### config.mk
export PLATFORM = sky130hd
export DESIGN_NAME = muldiv_seq
export DESIGN_NICKNAME = d
export VERILOG_FILES = /design/src/rtl/muldiv_pkg.sv /design/src/rtl/muldiv_step.sv /design/src/rtl/muldiv_seq.sv
export SDC_FILE = /design/constraint.sdc
export NUM_CORES = 1
export LEC_CHECK = 0
export BUFFER_PORTS_ARGS = -buffer_cell sky130_fd_sc_hd__buf_2
export CORE_MARGIN = 2
export CORE_UTILIZATION = 65
export DETAILED_ROUTE_END_ITERATION = 16
export PLACE_DENSITY = 0.83
export SYNTH_ARGS = -nofsm -noshare
export SYNTH_HDL_FRONTEND = slang
export SYNTH_SLANG_ARGS = --single-unit
### constraint.sdc
create_clock -name clk -period 8.8 [get_ports clk]
set_input_delay 2.2 -clock clk [delete_from_list [all_inputs] [get_ports clk]]
set_output_delay 2.2 -clock clk [all_outputs]
set_load 0.05 [all_outputs]
### src/rtl/muldiv_pkg.sv
// Shared encodings and defaults for the MULT/MULTU/DIV/DIVU sequencer.
package muldiv_pkg;

    localparam int unsigned WIDTH_DEF = 32;
    localparam int unsigned CNT_W_DEF = 5;

    localparam logic [1:0] OP_MULT  = 2'b00;
    localparam logic [1:0] OP_MULTU = 2'b01;
    localparam logic [1:0] OP_DIV   = 2'b10;
    localparam logic [1:0] OP_DIVU  = 2'b11;

    typedef enum logic [1:0] {
        S_IDLE,
        S_CALC,
        S_FIX
    } state_e;

    typedef enum logic {
        STEP_MUL = 1'b0,
        STEP_DIV = 1'b1
    } step_mode_e;

    // Divide ops have op[1] set; signed ops have op[0] clear.
    function automatic logic op_is_div(input logic [1:0] op);
        return op[1];
    endfunction

    function automatic logic op_is_signed(input logic [1:0] op);
        return ~op[0];
    endfunction

endpackage

### src/rtl/muldiv_step.sv
// One iteration of the shift-add multiply or restoring divide.
// Divide mode leaves the new quotient bit clear; the caller inserts carry_o.
module muldiv_step
    import muldiv_pkg::*;
#(
    parameter int unsigned WIDTH = WIDTH_DEF
) (
    input  logic               mode_i,
    input  logic [2*WIDTH-1:0] acc_i,
    input  logic [WIDTH-1:0]   opnd_i,
    output logic [2*WIDTH-1:0] acc_o,
    output logic               carry_o
);

    logic [WIDTH:0] addend;
    logic [WIDTH:0] sum;
    logic [WIDTH:0] rem_ext;
    logic [WIDTH:0] diff;

    // Multiply: conditional add into the upper half, then shift right.
    // Divide: shift left, trial-subtract, keep result when no borrow.
    always_comb begin
        addend  = acc_i[0] ? {1'b0, opnd_i} : '0;
        sum     = {1'b0, acc_i[2*WIDTH-1:WIDTH]} + addend;
        rem_ext = acc_i[2*WIDTH-1:WIDTH-1];
        // Remainder stays below the divisor, so a clear top bit means non-negative.
        diff    = rem_ext - {1'b0, opnd_i};
        carry_o = 1'b0;
        acc_o   = {sum, acc_i[WIDTH-1:1]};
        if (step_mode_e'(mode_i) == STEP_DIV) begin
            carry_o = ~diff[WIDTH];
            if (~diff[WIDTH]) begin
                acc_o = {diff[WIDTH-1:0], acc_i[WIDTH-2:0], 1'b0};
            end else begin
                acc_o = {acc_i[2*WIDTH-2:0], 1'b0};
            end
        end
    end

endmodule

### src/rtl/muldiv_seq.sv
// Multi-cycle MULT/MULTU/DIV/DIVU sequencer owning the HI/LO registers.
module muldiv_seq
    import muldiv_pkg::*;
#(
    parameter int unsigned WIDTH = WIDTH_DEF,
    parameter int unsigned CNT_W = CNT_W_DEF
) (
    input  logic             clk,
    input  logic             rst,
    input  logic             start,
    input  logic [1:0]       op,
    input  logic [WIDTH-1:0] a,
    input  logic [WIDTH-1:0] b,
    input  logic             flush,
    output logic             busy,
    output logic             done,
    output logic [WIDTH-1:0] hi,
    output logic [WIDTH-1:0] lo,
    output logic             div_by_zero
);

    localparam logic [WIDTH-1:0]   ONE_W   = {{(WIDTH-1){1'b0}}, 1'b1};
    localparam logic [2*WIDTH-1:0] ONE_2W  = {{(2*WIDTH-1){1'b0}}, 1'b1};
    localparam logic [CNT_W-1:0]   CNT_ONE = {{(CNT_W-1){1'b0}}, 1'b1};

    state_e             state_q, state_d;
    logic [CNT_W-1:0]   cnt_q, cnt_d;
    logic [2*WIDTH-1:0] acc_q, acc_d;
    logic [WIDTH-1:0]   opnd_q, opnd_d;
    logic               is_div_q, is_div_d;
    logic               neg_res_q, neg_res_d;
    logic               neg_rem_q, neg_rem_d;
    logic               dz_q, dz_d;
    logic [WIDTH-1:0]   hi_q, hi_d;
    logic [WIDTH-1:0]   lo_q, lo_d;
    logic               dbz_q, dbz_d;
    logic               done_q, done_d;

    logic [2*WIDTH-1:0] step_acc;
    logic               step_carry;

    logic               a_neg, b_neg;
    logic [WIDTH-1:0]   a_abs, b_abs;
    logic [2*WIDTH-1:0] prod;
    logic [WIDTH-1:0]   quo, rem;

    muldiv_step #(.WIDTH(WIDTH)) u_step (
        .mode_i  (is_div_q),
        .acc_i   (acc_q),
        .opnd_i  (opnd_q),
        .acc_o   (step_acc),
        .carry_o (step_carry)
    );

    // Next-state logic: operand capture, iteration, sign fix-up and HI/LO write.
    always_comb begin
        state_d   = state_q;
        cnt_d     = cnt_q;
        acc_d     = acc_q;
        opnd_d    = opnd_q;
        is_div_d  = is_div_q;
        neg_res_d = neg_res_q;
        neg_rem_d = neg_rem_q;
        dz_d      = dz_q;
        hi_d      = hi_q;
        lo_d      = lo_q;
        dbz_d     = dbz_q;
        done_d    = 1'b0;

        a_neg = op_is_signed(op) & a[WIDTH-1];
        b_neg = op_is_signed(op) & b[WIDTH-1];
        a_abs = a_neg ? (~a + ONE_W) : a;
        b_abs = b_neg ? (~b + ONE_W) : b;
        prod  = neg_res_q ? (~acc_q + ONE_2W) : acc_q;
        quo   = neg_res_q ? (~acc_q[WIDTH-1:0] + ONE_W) : acc_q[WIDTH-1:0];
        rem   = neg_rem_q ? (~acc_q[2*WIDTH-1:WIDTH] + ONE_W) : acc_q[2*WIDTH-1:WIDTH];

        unique case (state_q)
            S_IDLE: begin
                if (start && !flush) begin
                    is_div_d  = op_is_div(op);
                    neg_res_d = a_neg ^ b_neg;
                    neg_rem_d = a_neg;
                    dbz_d     = 1'b0;
                    // 2**CNT_W == WIDTH, so all ones is WIDTH-1.
                    cnt_d     = '1;
                    if (op_is_div(op) && (b == '0)) begin
                        dz_d    = 1'b1;
                        acc_d   = {{WIDTH{1'b0}}, a};
                        state_d = S_FIX;
                    end else begin
                        dz_d    = 1'b0;
                        opnd_d  = op_is_div(op) ? b_abs : a_abs;
                        acc_d   = {{WIDTH{1'b0}}, (op_is_div(op) ? a_abs : b_abs)};
                        state_d = S_CALC;
                    end
                end
            end
            S_CALC: begin
                if (flush) begin
                    state_d = S_IDLE;
                end else begin
                    acc_d = {step_acc[2*WIDTH-1:1], (is_div_q ? step_carry : step_acc[0])};
                    if (cnt_q == '0) begin
                        state_d = S_FIX;
                    end else begin
                        cnt_d = cnt_q - CNT_ONE;
                    end
                end
            end
            S_FIX: begin
                state_d = S_IDLE;
                if (!flush) begin
                    done_d = 1'b1;
                    if (dz_q) begin
                        hi_d  = acc_q[WIDTH-1:0];
                        lo_d  = '1;
                        dbz_d = 1'b1;
                    end else if (is_div_q) begin
                        hi_d = rem;
                        lo_d = quo;
                    end else begin
                        hi_d = prod[2*WIDTH-1:WIDTH];
                        lo_d = prod[WIDTH-1:0];
                    end
                end
            end
            default: begin
                state_d = S_IDLE;
            end
        endcase
    end

    // State and result registers with synchronous reset.
    always_ff @(posedge clk) begin
        if (rst) begin
            state_q   <= S_IDLE;
            cnt_q     <= '0;
            acc_q     <= '0;
            opnd_q    <= '0;
            is_div_q  <= 1'b0;
            neg_res_q <= 1'b0;
            neg_rem_q <= 1'b0;
            dz_q      <= 1'b0;
            hi_q      <= '0;
            lo_q      <= '0;
            dbz_q     <= 1'b0;
            done_q    <= 1'b0;
        end else begin
            state_q   <= state_d;
            cnt_q     <= cnt_d;
            acc_q     <= acc_d;
            opnd_q    <= opnd_d;
            is_div_q  <= is_div_d;
            neg_res_q <= neg_res_d;
            neg_rem_q <= neg_rem_d;
            dz_q      <= dz_d;
            hi_q      <= hi_d;
            lo_q      <= lo_d;
            dbz_q     <= dbz_d;
            done_q    <= done_d;
        end
    end

    // Output wiring.
    always_comb begin
        busy        = (state_q != S_IDLE);
        done        = done_q;
        hi          = hi_q;
        lo          = lo_q;
        div_by_zero = dbz_q;
    end

endmodule

==> results.py <==
metrics = {
    "outcome": {
        "status": "finished clean",
    },
    "detailed_routing": {
        "vias_per_cell": 6.70,
        "detail_route.wl_per_cell_um": 21.3,
        "first_pass_iters": 6,
        "vias": 15700,
        "antenna_left": 0,
        "drtIter0Drc": 2020,
        "wirelength_um": 49900,
        "drc": 0,
    },
    "clock_network": {
        "worstSkewPairLatency_ns": 0.45,
        "clk_pin_slew_ns": 0.08,
        "htree_levels": 4,
        "ctsResizeCount": 0,
        "cts_buffer_depth": 2,
        "cts_setup_buffers": 0,
        "cts-root-buf": "clkbuf_16",
        "numCtsBuffers": 17,
        "cts_tree": "yes",
        "cts_sinks": 173,
        "hold_buffers": 0,
    },
    "yosys": {
        "ys_seq_area_share_pct": 23.6,
        "syn-cell-area_um2": 14700,
        "synthMuxAreaShare_pct": 4.60,
        "ys_ff_latch": 173,
        "synthAdderAreaFrac_pct": 6.24,
        "yosysUniqueCellTypes": 79,
        "yosysTopAreaCell": "dfxtp_1",
        "synth_xor_xnor_area_share_pct": 10.4,
        "synth_top_family_by_area": "compound AO/OA/AOI/OAI gates",
        "syn_inst": 2027,
        "yosys_warnings": 0,
        "yosysMostFrequentCell": "a21oi_1",
        "synth-simple-area-share_pct": 19.0,
        "synth.top_cell.area_share_pct": 23.6,
        "synth_edf_count": 0,
        "synth_compound_area_share_pct": 30.2,
        "async_flop_share_pct": 0,
        "syn_area_per_cell_um2": 7.25,
        "synth_common_cells": "a21oi_1 (239), o21ai_0 (198), nor2_1 (192), nand2_1 (177), dfxtp_1 (173)",
        "syn_nets": 2169,
        "ys.flop_type": "dfxtp_1",
        "synth_area_leaders": "dfxtp_1 (24%), a21oi_1 (8.1%), o21ai_0 (6.7%)",
    },
    "timing": {
        "rsz0062_at_grt": "no",
        "finalCritPeriodShare_pct": 55.1,
        "clock_skew_ns": 0.0137,
        "setup_tns_ns": 0,
        "finalSetupViolCount": 0,
        "slew-limit-headroom_pct": 31.4,
        "fmax_mhz": 206,
        "maxSlewViolCount": 0,
        "period_minus_slack_ns": 4.85,
        "tightest_slew_ns": 1.03,
        "finalHoldViolCount": 0,
    },
    "setup_path": {
        "cp-end-kind": "flop",
        "worstSetupPathType": "in -> reg",
        "endpoint": "acc_q[1]$_SDFFE_PP0P_",
        "critPathArrivalTime_ns": 5.17,
        "reg2reg_to": "acc_q[44]$_SDFFE_PP0P_",
        "crit_start": "b[11]",
        "crit_fanout": 33,
        "rr_startpoint": "acc_q[31]$_SDFFE_PP0P_",
        "setup.worst_path.start_class": "input port",
        "reg2reg_depth": 13,
        "r2r_slack_ns": 4.65,
        "required_ns": 9.11,
    },
    "grt": {
        "grt_pass1_wl_um": 77400,
        "grt_max_degree": 84,
        "grt-ovfl-total": 0,
        "gr-usage-all-layers_pct": 40.8,
        "antenna_found_initial": 0,
        "grt_pass1_vias": 14000,
    },
    "floorplan": {
        "num_io_pins": 137,
        "start_util_pct": 66.7,
        "fp.dieH_um": 154,
        "die-area_um2": 23800,
        "num_rows": 54,
        "fp.coreArea_um2": 22000,
        "fp.dieW_um": 154,
    },
    "finish": {
        "n_antenna_cell": 0,
        "syn2layout_area_growth_pct": 8.57,
        "nets": 2196,
        "final_cell_count_no_fill": 2347,
        "drive_gt1_share_pct": 11.1,
    },
    "run": {
        "maxCapViolCount": 0,
    },
    "pwr": {
        "irDropWorstVdd_mv": 0.148,
        "combPwrFrac_pct": 25.5,
        "p_sw_share_pct": 37.0,
        "power_density_nw_per_um2": 140,
        "leakage_nw": 6.71,
        "p_clk_share_pct": 36.0,
        "p_switching_uw": 829,
        "p_seq_share_pct": 38.5,
        "finalPower_mw": 2.24,
        "internal_power_mw": 1.41,
    },
    "hold_path": {
        "hold_class": "reg -> reg",
    },
    "place": {
        "port_buffers": 136,
        "gp_congestion": 0.992,
        "dp_cells": 2315,
        "post-dp-hpwl_um": 37700,
    },
}
==> registers in the layout, summed over array words and instances, names as in the netlist <==
name and flops:
neg_res_q 1, dz_q 1, hi 32, is_div_q 1
div_by_zero 1, done 1, cnt_q 5, acc_q 64
opnd_q 32, state_q 2, lo 32, neg_rem_q 1
==> power by group through the flow <==
stage	registers, mW	clock network (mW)	logic [mW]
after CTS	0.858	0.805	0.555
after global routing	0.864	0.836	0.619
after global placement	0.875	0	0.544
final	0.863	0.806	0.571
after detailed placement	0.877	0	0.552
after floorplan	0.847	0	0.418
==> per-stage QoR <==
step	worst slack [ns]	hold slack [ns]	cell area (um^2)	util, %
5_1_grt	3.71	0.475	15900	72.4
3_3_place_gp	3.63	0.432	15300	69.5
4_1_cts	3.98	0.449	15900	72.4
2_1_floorplan	4.19	0.416	14700	-
6_report	3.95	0.446	15900	72.4
3_5_place_dp	3.52	0.438	15300	69.5
==> critical path, cell delays in order <==
cell      delay [ns]
buf_2           0.12
or4_1           0.57
nor4_1          0.54
and3_1          0.37
and4b_1         0.34
buf_4           0.36
a211oi_1        0.10
a211oi_1        0.28
a211oi_1        0.08
a21oi_1         0.13
nor2_1          0.05
==> cell usage in the layout (no fill, tap or decap), drive strengths merged, types with 10 or more instances in the layout <==
| cell type | n |
|---|---|
| xor2 | 88 |
| nand2b | 21 |
| nor2b | 17 |
| nor3 | 56 |
| o21a | 10 |
| o31ai | 18 |
| or3 | 13 |
| a21oi | 239 |
| a31oi | 24 |
| a22oi | 12 |
| o211ai | 18 |
| nor2 | 193 |
| clkinv | 11 |
| nand2 | 178 |
| mux2i | 63 |
| a211oi | 42 |
| a22o | 17 |
| xnor2 | 86 |
| o41ai | 13 |
| nor4 | 28 |
| inv | 70 |
| o21ai | 221 |
| dfxtp | 173 |
| nand3 | 33 |
| buf | 162 |
| clkbuf | 17 |
| or4 | 16 |
| a21o | 31 |
| nand4 | 10 |
| ha | 70 |
==> worst min-delay path by stage <==
| stage | from | end | slack, ns | depth (start not counted) |
|---|---|---|---|---|
| after global placement | opnd_q[28]$_SDFFE_PP0P_ | opnd_q[28]$_SDFFE_PP0P_ | 0.43 | 2 |
| after detailed placement | opnd_q[28]$_SDFFE_PP0P_ | opnd_q[28]$_SDFFE_PP0P_ | 0.44 | 2 |
| after floorplan | opnd_q[28]$_SDFFE_PP0P_ | opnd_q[28]$_SDFFE_PP0P_ | 0.42 | 2 |
| after global routing | opnd_q[28]$_SDFFE_PP0P_ | opnd_q[28]$_SDFFE_PP0P_ | 0.47 | 2 |
| after CTS | opnd_q[28]$_SDFFE_PP0P_ | opnd_q[28]$_SDFFE_PP0P_ | 0.45 | 2 |
| final | opnd_q[28]$_SDFFE_PP0P_ | opnd_q[28]$_SDFFE_PP0P_ | 0.45 | 2 |
==> kinds of logic (layout without fill, tap and decap cells) <==
logic type      count (synthesis)  after routing
compound gates                723            723
simple gates                  598            598
buf+inv                       220            260
xor+xnor                      174            174
flops                         173            173
fa+ha+maj                      72             72
mux                            67             67
==> final cells by class <==
| type | count | area (um^2) |
|---|---|---|
| Clock inverter | 15 | 214 |
| Fill cell | 1866 | 6080 |
| Sequential cell | 173 | 3470 |
| Timing Repair Buffer | 162 | 876 |
| Inverter | 66 | 248 |
| Clock buffer | 17 | 425 |
| Multi-Input combinational cell | 1634 | 10400 |
| Tap cell | 280 | 350 |
==> metal layers <==
metal | global-route usage, % | wire, um
met1 | 55.2 | 20700
met2 | 62.6 | 21400
met3 | 8.88 | 5580
met4 | 18.3 | 2290
met5 | 0 | 0
No activity file was read; power rests on OpenSTA's default activity.
